**config.mk**
```make
export PLATFORM = sky130hd
export DESIGN_NAME = tpu_sequencer
export DESIGN_NICKNAME = d
export VERILOG_FILES = /design/src/rtl/tpu_sequencer.sv
export SDC_FILE = /design/constraint.sdc
export NUM_CORES = 1
export LEC_CHECK = 0
export CAP_MARGIN = 10
export CORE_ASPECT_RATIO = 0.8
export CORE_MARGIN = 3
export CORE_UTILIZATION = 46
export DETAILED_ROUTE_END_ITERATION = 10
export PLACE_DENSITY = 0.8
export SLEW_MARGIN = 20
export SYNTH_ARGS = -nofsm -noshare
export SYNTH_HDL_FRONTEND = slang
export SYNTH_SLANG_ARGS = --single-unit
```
**constraint.sdc**
```tcl
create_clock -name clk -period 2.5 [get_ports clk]
set_input_delay 0.5 -clock clk [delete_from_list [all_inputs] [get_ports clk]]
set_output_delay 0.5 -clock clk [all_outputs]
set_load 0.05 [all_outputs]
```
**src/rtl/tpu_sequencer.sv**
```systemverilog
`default_nettype none
// ============================================================================
//  Module   : tpu_sequencer
//  Brief    : Sequencer for the 4x4 systolic matrix-multiply datapath.
//             Drives skewed A/B memory reads during FEED, holds the array
//             write enable through FLUSH, then streams the 16 results out
//             in row-major order under a valid/ready handshake.
//  Revision : 1.0 - initial release
// ============================================================================
module tpu_sequencer #(
    parameter int N            = 4,
    parameter int FLUSH_CYCLES = 1
) (
    input  logic             clk,
    input  logic             rst,
    input  logic             start,
    output logic             busy,
    output logic             done,
    output logic [N-1:0]     rd_en_a,
    output logic [2*N-1:0]   rd_elem_a,
    output logic [N-1:0]     rd_en_b,
    output logic [2*N-1:0]   rd_elem_b,
    output logic             array_we,
    output logic [1:0]       out_row,
    output logic [1:0]       out_col,
    output logic             out_valid,
    input  logic             out_ready
);

    localparam logic [1:0] c_ST_IDLE  = 2'd0;
    localparam logic [1:0] c_ST_FEED  = 2'd1;
    localparam logic [1:0] c_ST_FLUSH = 2'd2;
    localparam logic [1:0] c_ST_DRAIN = 2'd3;

    // Last step index of FEED (3N-2 cycles), last FLUSH step, last result.
    localparam logic [3:0] c_FEED_LAST  = 4'(3*N-3);
    localparam logic [3:0] c_FLUSH_LAST = 4'(FLUSH_CYCLES-1);
    localparam logic [3:0] c_K_LAST     = 4'(N*N-1);

    logic [1:0]     r_state;
    logic [1:0]     w_state_nxt;
    logic [3:0]     r_t;
    logic [3:0]     w_t_nxt;
    logic [3:0]     r_k;
    logic [3:0]     w_k_nxt;
    logic           r_done;
    logic           w_done_nxt;

    logic [N-1:0]   w_line_en;
    logic [2*N-1:0] w_line_elem;

    // Diagonal skew: line i is active while 0 <= t-i <= 3 and reads element t-i.
    // A 5-bit difference keeps the sign so lines not yet started stay off.
    generate
        for (genvar gi = 0; gi < N; gi++) begin : g_line
            localparam logic [4:0] c_LINE = 5'(gi);
            logic [4:0] w_diff;
            assign w_diff                = {1'b0, r_t} - c_LINE;
            assign w_line_en[gi]         = ~w_diff[4] & (w_diff[3:2] == 2'b00);
            assign w_line_elem[2*gi +: 2] = w_line_en[gi] ? w_diff[1:0] : 2'b00;
        end
    endgenerate

    // State, step counter, result index and done flag registers.
    always_ff @(posedge clk or posedge rst) begin
        if (rst) begin
            r_state <= c_ST_IDLE;
            r_t     <= 4'd0;
            r_k     <= 4'd0;
            r_done  <= 1'b0;
        end else begin
            r_state <= w_state_nxt;
            r_t     <= w_t_nxt;
            r_k     <= w_k_nxt;
            r_done  <= w_done_nxt;
        end
    end

    // Next-state and counter update; FLUSH reuses t as its cycle counter.
    always_comb begin
        w_state_nxt = r_state;
        w_t_nxt     = r_t;
        w_k_nxt     = r_k;
        w_done_nxt  = 1'b0;
        case (r_state)
            c_ST_IDLE: begin
                if (start) begin
                    w_state_nxt = c_ST_FEED;
                    w_t_nxt     = 4'd0;
                end
            end
            c_ST_FEED: begin
                if (r_t == c_FEED_LAST) begin
                    w_state_nxt = c_ST_FLUSH;
                    w_t_nxt     = 4'd0;
                end else begin
                    w_t_nxt = r_t + 4'd1;
                end
            end
            c_ST_FLUSH: begin
                if (r_t == c_FLUSH_LAST) begin
                    w_state_nxt = c_ST_DRAIN;
                    w_t_nxt     = 4'd0;
                    w_k_nxt     = 4'd0;
                end else begin
                    w_t_nxt = r_t + 4'd1;
                end
            end
            c_ST_DRAIN: begin
                if (out_ready) begin
                    if (r_k == c_K_LAST) begin
                        w_state_nxt = c_ST_IDLE;
                        w_k_nxt     = 4'd0;
                        w_done_nxt  = 1'b1;
                    end else begin
                        w_k_nxt = r_k + 4'd1;
                    end
                end
            end
            default: begin
                w_state_nxt = c_ST_IDLE;
            end
        endcase
    end

    // Output decode from registered state only.
    always_comb begin
        busy      = (r_state != c_ST_IDLE);
        done      = r_done;
        rd_en_a   = '0;
        rd_elem_a = '0;
        rd_en_b   = '0;
        rd_elem_b = '0;
        array_we  = 1'b0;
        out_row   = 2'b00;
        out_col   = 2'b00;
        out_valid = 1'b0;
        case (r_state)
            c_ST_FEED: begin
                rd_en_a   = w_line_en;
                rd_elem_a = w_line_elem;
                rd_en_b   = w_line_en;
                rd_elem_b = w_line_elem;
                array_we  = 1'b1;
            end
            c_ST_FLUSH: begin
                array_we = 1'b1;
            end
            c_ST_DRAIN: begin
                out_valid = 1'b1;
                out_row   = r_k[3:2];
                out_col   = r_k[1:0];
            end
            default: begin
                busy = 1'b0;
            end
        endcase
    end

endmodule
`default_nettype wire

```
After elaboration in Yosys (flattened, before gate mapping)
Index checks and enable logic that the tools add are counted.

storage, ports and cells
  register bits = 11
  input bits = 4
  output and inout bits = 32

operators by class
  add/sub/neg operators = 5
  equality and inequality tests = 10
  mux-type cells = 28
  bitwise operators = 6
  reductions and logical operators = 14

operators by type and width
  cell                 count
  $mux 4               7
  $mux 2               11
  $pmux 4 s3           1
  $logic_not 2->1      5
  $ne 2x2->1 const B   5
  $sub 4x2->5 const B  2
  $add 4x1->4 const B  2
  $eq 4x4->1 const B   2
  $mux 8               1
  $pmux 2 s4           1
  $pmux 4 s2           1
  $mux 1               6
  $reduce_and 5->1     1
  $sub 4x1->5 const B  1
  $eq 2x2->1 const B   2
  $logic_not 4->1      1
  $reduce_bool 2->1    2
  $and 1x1->1          3
  $not 1->1            3
  $reduce_and 3->1     1
  $reduce_bool 3->1    1
  $reduce_or 3->1      1
  $eq 2x1->1 const B   1
  $reduce_and 2->1     1
  $reduce_or 2->1      1

Depth between registers and ports, before layout
  word-level depth = 5
  mapped depth = 8
  gate-level depth less buffers = 6

Worst setup path after synthesis
No wires, ideal clock.

  path kind = register to output
  from = register r_t[2]
  to = output rd_elem_b[6]
  arrival time = 2.679 ns
  required time = 2.000 ns
  slack = -0.679 ns
  stages on the path, launching flop included = 9
  cells stage by stage = dfrtp_1 buf_2 inv_1 ha_1 nand4b_1 a21oi_1 a31oi_1 nor3b_1 buf_4

between the ends
  word-level cells in the longest chain between the ends = 5

RTL lines
  item                                          RTL line  text
  start, declared                               42        logic [3:0] r_t;
  start signal, assigned                        73        r_t <= w_t_nxt;
  $sub 4x2->5 *                                 58        assign w_diff = {1'b0, r_t} - c_LINE;
  $logic_not 2->1 or $not 1->1 (tied branches)  59        assign w_line_en[gi] = ~w_diff[4] & (w_diff[3:2] == 2'b00);
  $and 1x1->1 *                                 59
  $mux 2 *                                      60        assign w_line_elem[2*gi +: 2] = w_line_en[gi] ? w_diff[1:0] : 2'b00;
  $mux 8 *                                      n/a
  end, declared                                 22        output logic [2*N-1:0] rd_elem_b,

Every way passes the cells marked *; elsewhere a longest branch is shown, timed or not.

Worst setup path after layout
  from = register r_t[1]
  to = output rd_elem_b[3]

between the ends
  word-level cells in the longest chain between the ends = 5

RTL lines
  item                                          RTL line  text
  $sub 4x1->5 *                                 58
  $logic_not 2->1 or $not 1->1 (tied branches)  59
  $and 1x1->1                                   59
  $mux 2 *                                      60
  $mux 8 *                                      138       case (r_state)

Marked as above.

==> flow_metrics.env <==
export IMPL_rsz0062_at_grt="yes"
export IMPL_yosysSeqAreaShare_pct=25.2
export IMPL_rows=15
export IMPL_start_util_pct=49.4
export IMPL_synth_cell_type_count=42
export IMPL_grt_max_degree=13
export IMPL_end_kind="output pin"
export IMPL_startpoint_type="register"
export IMPL_yosysTopAreaCell="dfrtp_1"
export IMPL_grt_total_usage_pct=20.8
export IMPL_fp_dieH_um=49.6
export IMPL_numPortBuffers=35
export IMPL_leakagePower_nw=0.797
export IMPL_postRouteWirelength_um=3160
export IMPL_final_max_slew_viol_count=0
export IMPL_first_iter_violations=39
export IMPL_antenna_found_initial=0
export IMPL_synth_async_reset_ratio_pct=100
export IMPL_dieArea_mm2=0.00300
export IMPL_post_dp_cell_area_mm2=0.00155
export IMPL_grt_overflow=0
export IMPL_clk_path_buf_depth=2
export IMPL_avgViaCountPerCell=5.60
export IMPL_fin_area_mm2=0.00170
export IMPL_hold_viol=0
export IMPL_final_common_cell="buf_4"
export IMPL_gp_congestion=0.786
export IMPL_synth_edf_count=0
export IMPL_first_global_vias=964
export IMPL_area_growth_syn_to_layout_pct=55.0
export IMPL_clk_latency_ns=0.29
export IMPL_finalCritPeriodShare_pct=98.8
export IMPL_tightest_slew_ns=0.518
export IMPL_vias=1003
export IMPL_powerDensity_mw_per_mm2=831
export IMPL_numCtsBuffers=3
export IMPL_h_tree_depth=1
export IMPL_ir_drop_mv=0.627
export IMPL_grt_pass1_wl_um=4580
export IMPL_final_min_clock_period_ns=2.47
export IMPL_drive_gt1_share_pct=45.5
export IMPL_post_route_worst_setup_slack_ns=0.0308
export IMPL_fin_skew_ns=0.00549
export IMPL_clockRootBuffer="clkbuf_4"
export IMPL_syn_area_per_cell_um2=8.89
export IMPL_ant_nets=0
export IMPL_antenna_cells=0
export IMPL_die_w_um=60.5
export IMPL_status="completed"
export IMPL_crit_type="register to output pin"
export IMPL_nets=173
export IMPL_cts_sinks=11
export IMPL_fmax_mhz=405
export IMPL_path_clk_slew_ns=0.08
export IMPL_fin_tns_setup_ns=0
export IMPL_p_comb_share_pct=70.5
export IMPL_io_pins=36
export IMPL_synthesis_nets=141
export IMPL_cp_required_ns=2.00
export IMPL_post_drt_wl_per_cell_um=17.6
export IMPL_hold_buffers=0
export IMPL_p_int_mw=0.664
export IMPL_switchingPower_mw=0.745
export IMPL_critical_path_arrival_ns=1.97
export IMPL_worst_path_max_fanout=7
export IMPL_core_mm2=0.00221
export IMPL_final_cell_mix="20 x buf_4, 18 x buf_12, 12 x nand2_1"
export IMPL_dpl_hpwl_um=2110
export IMPL_relSlewSlack_pct=65.4
export IMPL_netSwitchingFraction_pct=52.9
export IMPL_synth_cells=123
export IMPL_hold_class="input pin to asynchronous set/reset pin"
export IMPL_drcViolationCount=0
export IMPL_yosysWarnings=0
export IMPL_yosys_top_cells_area="dfrtp_1 25%, ha_1 16%, buf_4 8.2%, and2_1 4.6%, nand2_1 4.1%"
export IMPL_cts_tree="built"
export IMPL_syn_cell_area_mm2=0.00109
export IMPL_power_total_mw=1.41
export IMPL_pre_cts_ws_ns=0.0931
export IMPL_fillers=156
export IMPL_power_share_sequential_pct=20.1
export IMPL_pwr_share_clk_pct=9.5
export IMPL_synth_top_area_share_pct=25.2
export IMPL_synth_seq_cells=11
export IMPL_setup_viol_count_final=0
export IMPL_dr_pass1_iters=4
export IMPL_final_util_pct=76.6
export IMPL_synth_ff_type="dfrtp_1"
export IMPL_maxCapViolCount=0
==> sequential cells by signal, indices dropped and copies added, names as in the netlist <==
name,count
done,1
r_state,2
r_k,4
r_t,4
==> cell families after synthesis <==
family,after synthesis,synth area share [%]
buf+inv,26,13.8
simple gates,46,24.7
mux,4,4.23
xor+xnor,2,1.60
flops,11,25.2
fa+ha+maj,14,16.0
compound gates,20,14.4
==> path summary, 6_finish.rpt <==
check / start / to / slack [ns] / cells past startpoint
max: r_t[1]$_DFFE_PP0P_ / rd_elem_b[3] / 0.03 / 7
min: rst / done$_DFF_PP0_ / 0.51 / 2
max reg2reg: r_t[0]$_DFFE_PP0P_ / r_state[1]$_DFFE_PP0P_ / 0.38 / 7
min reg2reg: r_k[1]$_DFFE_PP0P_ / r_k[1]$_DFFE_PP0P_ / 0.53 / 2
max in group asynchronous: rst / r_t[1]$_DFFE_PP0P_ / 1.65 / 2
min in group clk: r_k[1]$_DFFE_PP0P_ / r_k[1]$_DFFE_PP0P_ / 0.53 / 2
==> metrics by stage <==
stage                     cells  hold WS [ns]
after floorplan             123         0.352
after global placement      168         0.517
after detailed placement    168         0.522
after CTS                   174         0.518
after global routing        179         0.547
final                       179         0.507
==> metal layers <==
layer  up-vias  track usage (%)  part of all wire [%]  wire length, µm
met2        36             34.9                    51             1600
met5         -                0                     0                0
met4         0             6.86                   2.9               91
met1       493             25.5                    41             1310
li1        465                -                     -                -
met3         9             5.50                   4.8              152
==> critical path, cell delays in order (launching register included) <==
cell	delay (ns)
dfrtp_2	0.47
inv_4	0.10
ha_2	0.22
a21boi_4	0.21
xnor2_1	0.15
nand3_2	0.17
nor2_4	0.19
buf_12	0.16
==> power by group through the flow <==
stage	clock [mW]	combinational (mW)	sequential [mW]
after floorplan	0	0.720	0.263
after CTS	0.135	0.931	0.280
after global routing	0.145	1.06	0.291
after global placement	0	0.883	0.276
final	0.133	0.992	0.283
after detailed placement	0	0.913	0.280
==> cell usage after synthesis, types with 2 or more instances <==
library cell and count:
clkbuf_1 3, xnor2_1 2, nand3_1 2, nand2_1 12, nand2b_1 2, and2_1 8, inv_1 9, ha_1 14
a21o_1 3, mux2i_1 2, a21oi_1 3, nor2b_1 2, o21ai_0 3, buf_4 12, nor2_1 7, and3_1 3
dfrtp_1 11
==> layout make-up <==
| class | count | area, µm² | area share, % |
|---|---|---|---|
| Sequential cell | 11 | 278 | 16.4 |
| Clock buffer | 4 | 26.3 | 1.55 |
| Timing Repair Buffer | 44 | 573 | 33.8 |
| Inverter | 9 | 36.3 | 2.14 |
| Multi-Input combinational cell | 86 | 751 | 44.3 |
| Tap cell | 25 | 31.3 | 1.85 |
==> timing repair <==
item | 4_1_cts | 5_1_grt
buffers inserted | 2 | 5
endpoints found under the setup margin | 14 | 17
resized for setup | 12 | 8
hold endpoints to repair | 0 | 0
pin swaps | 4 | 3
Note: power is estimated with default switching activity, not from simulation.
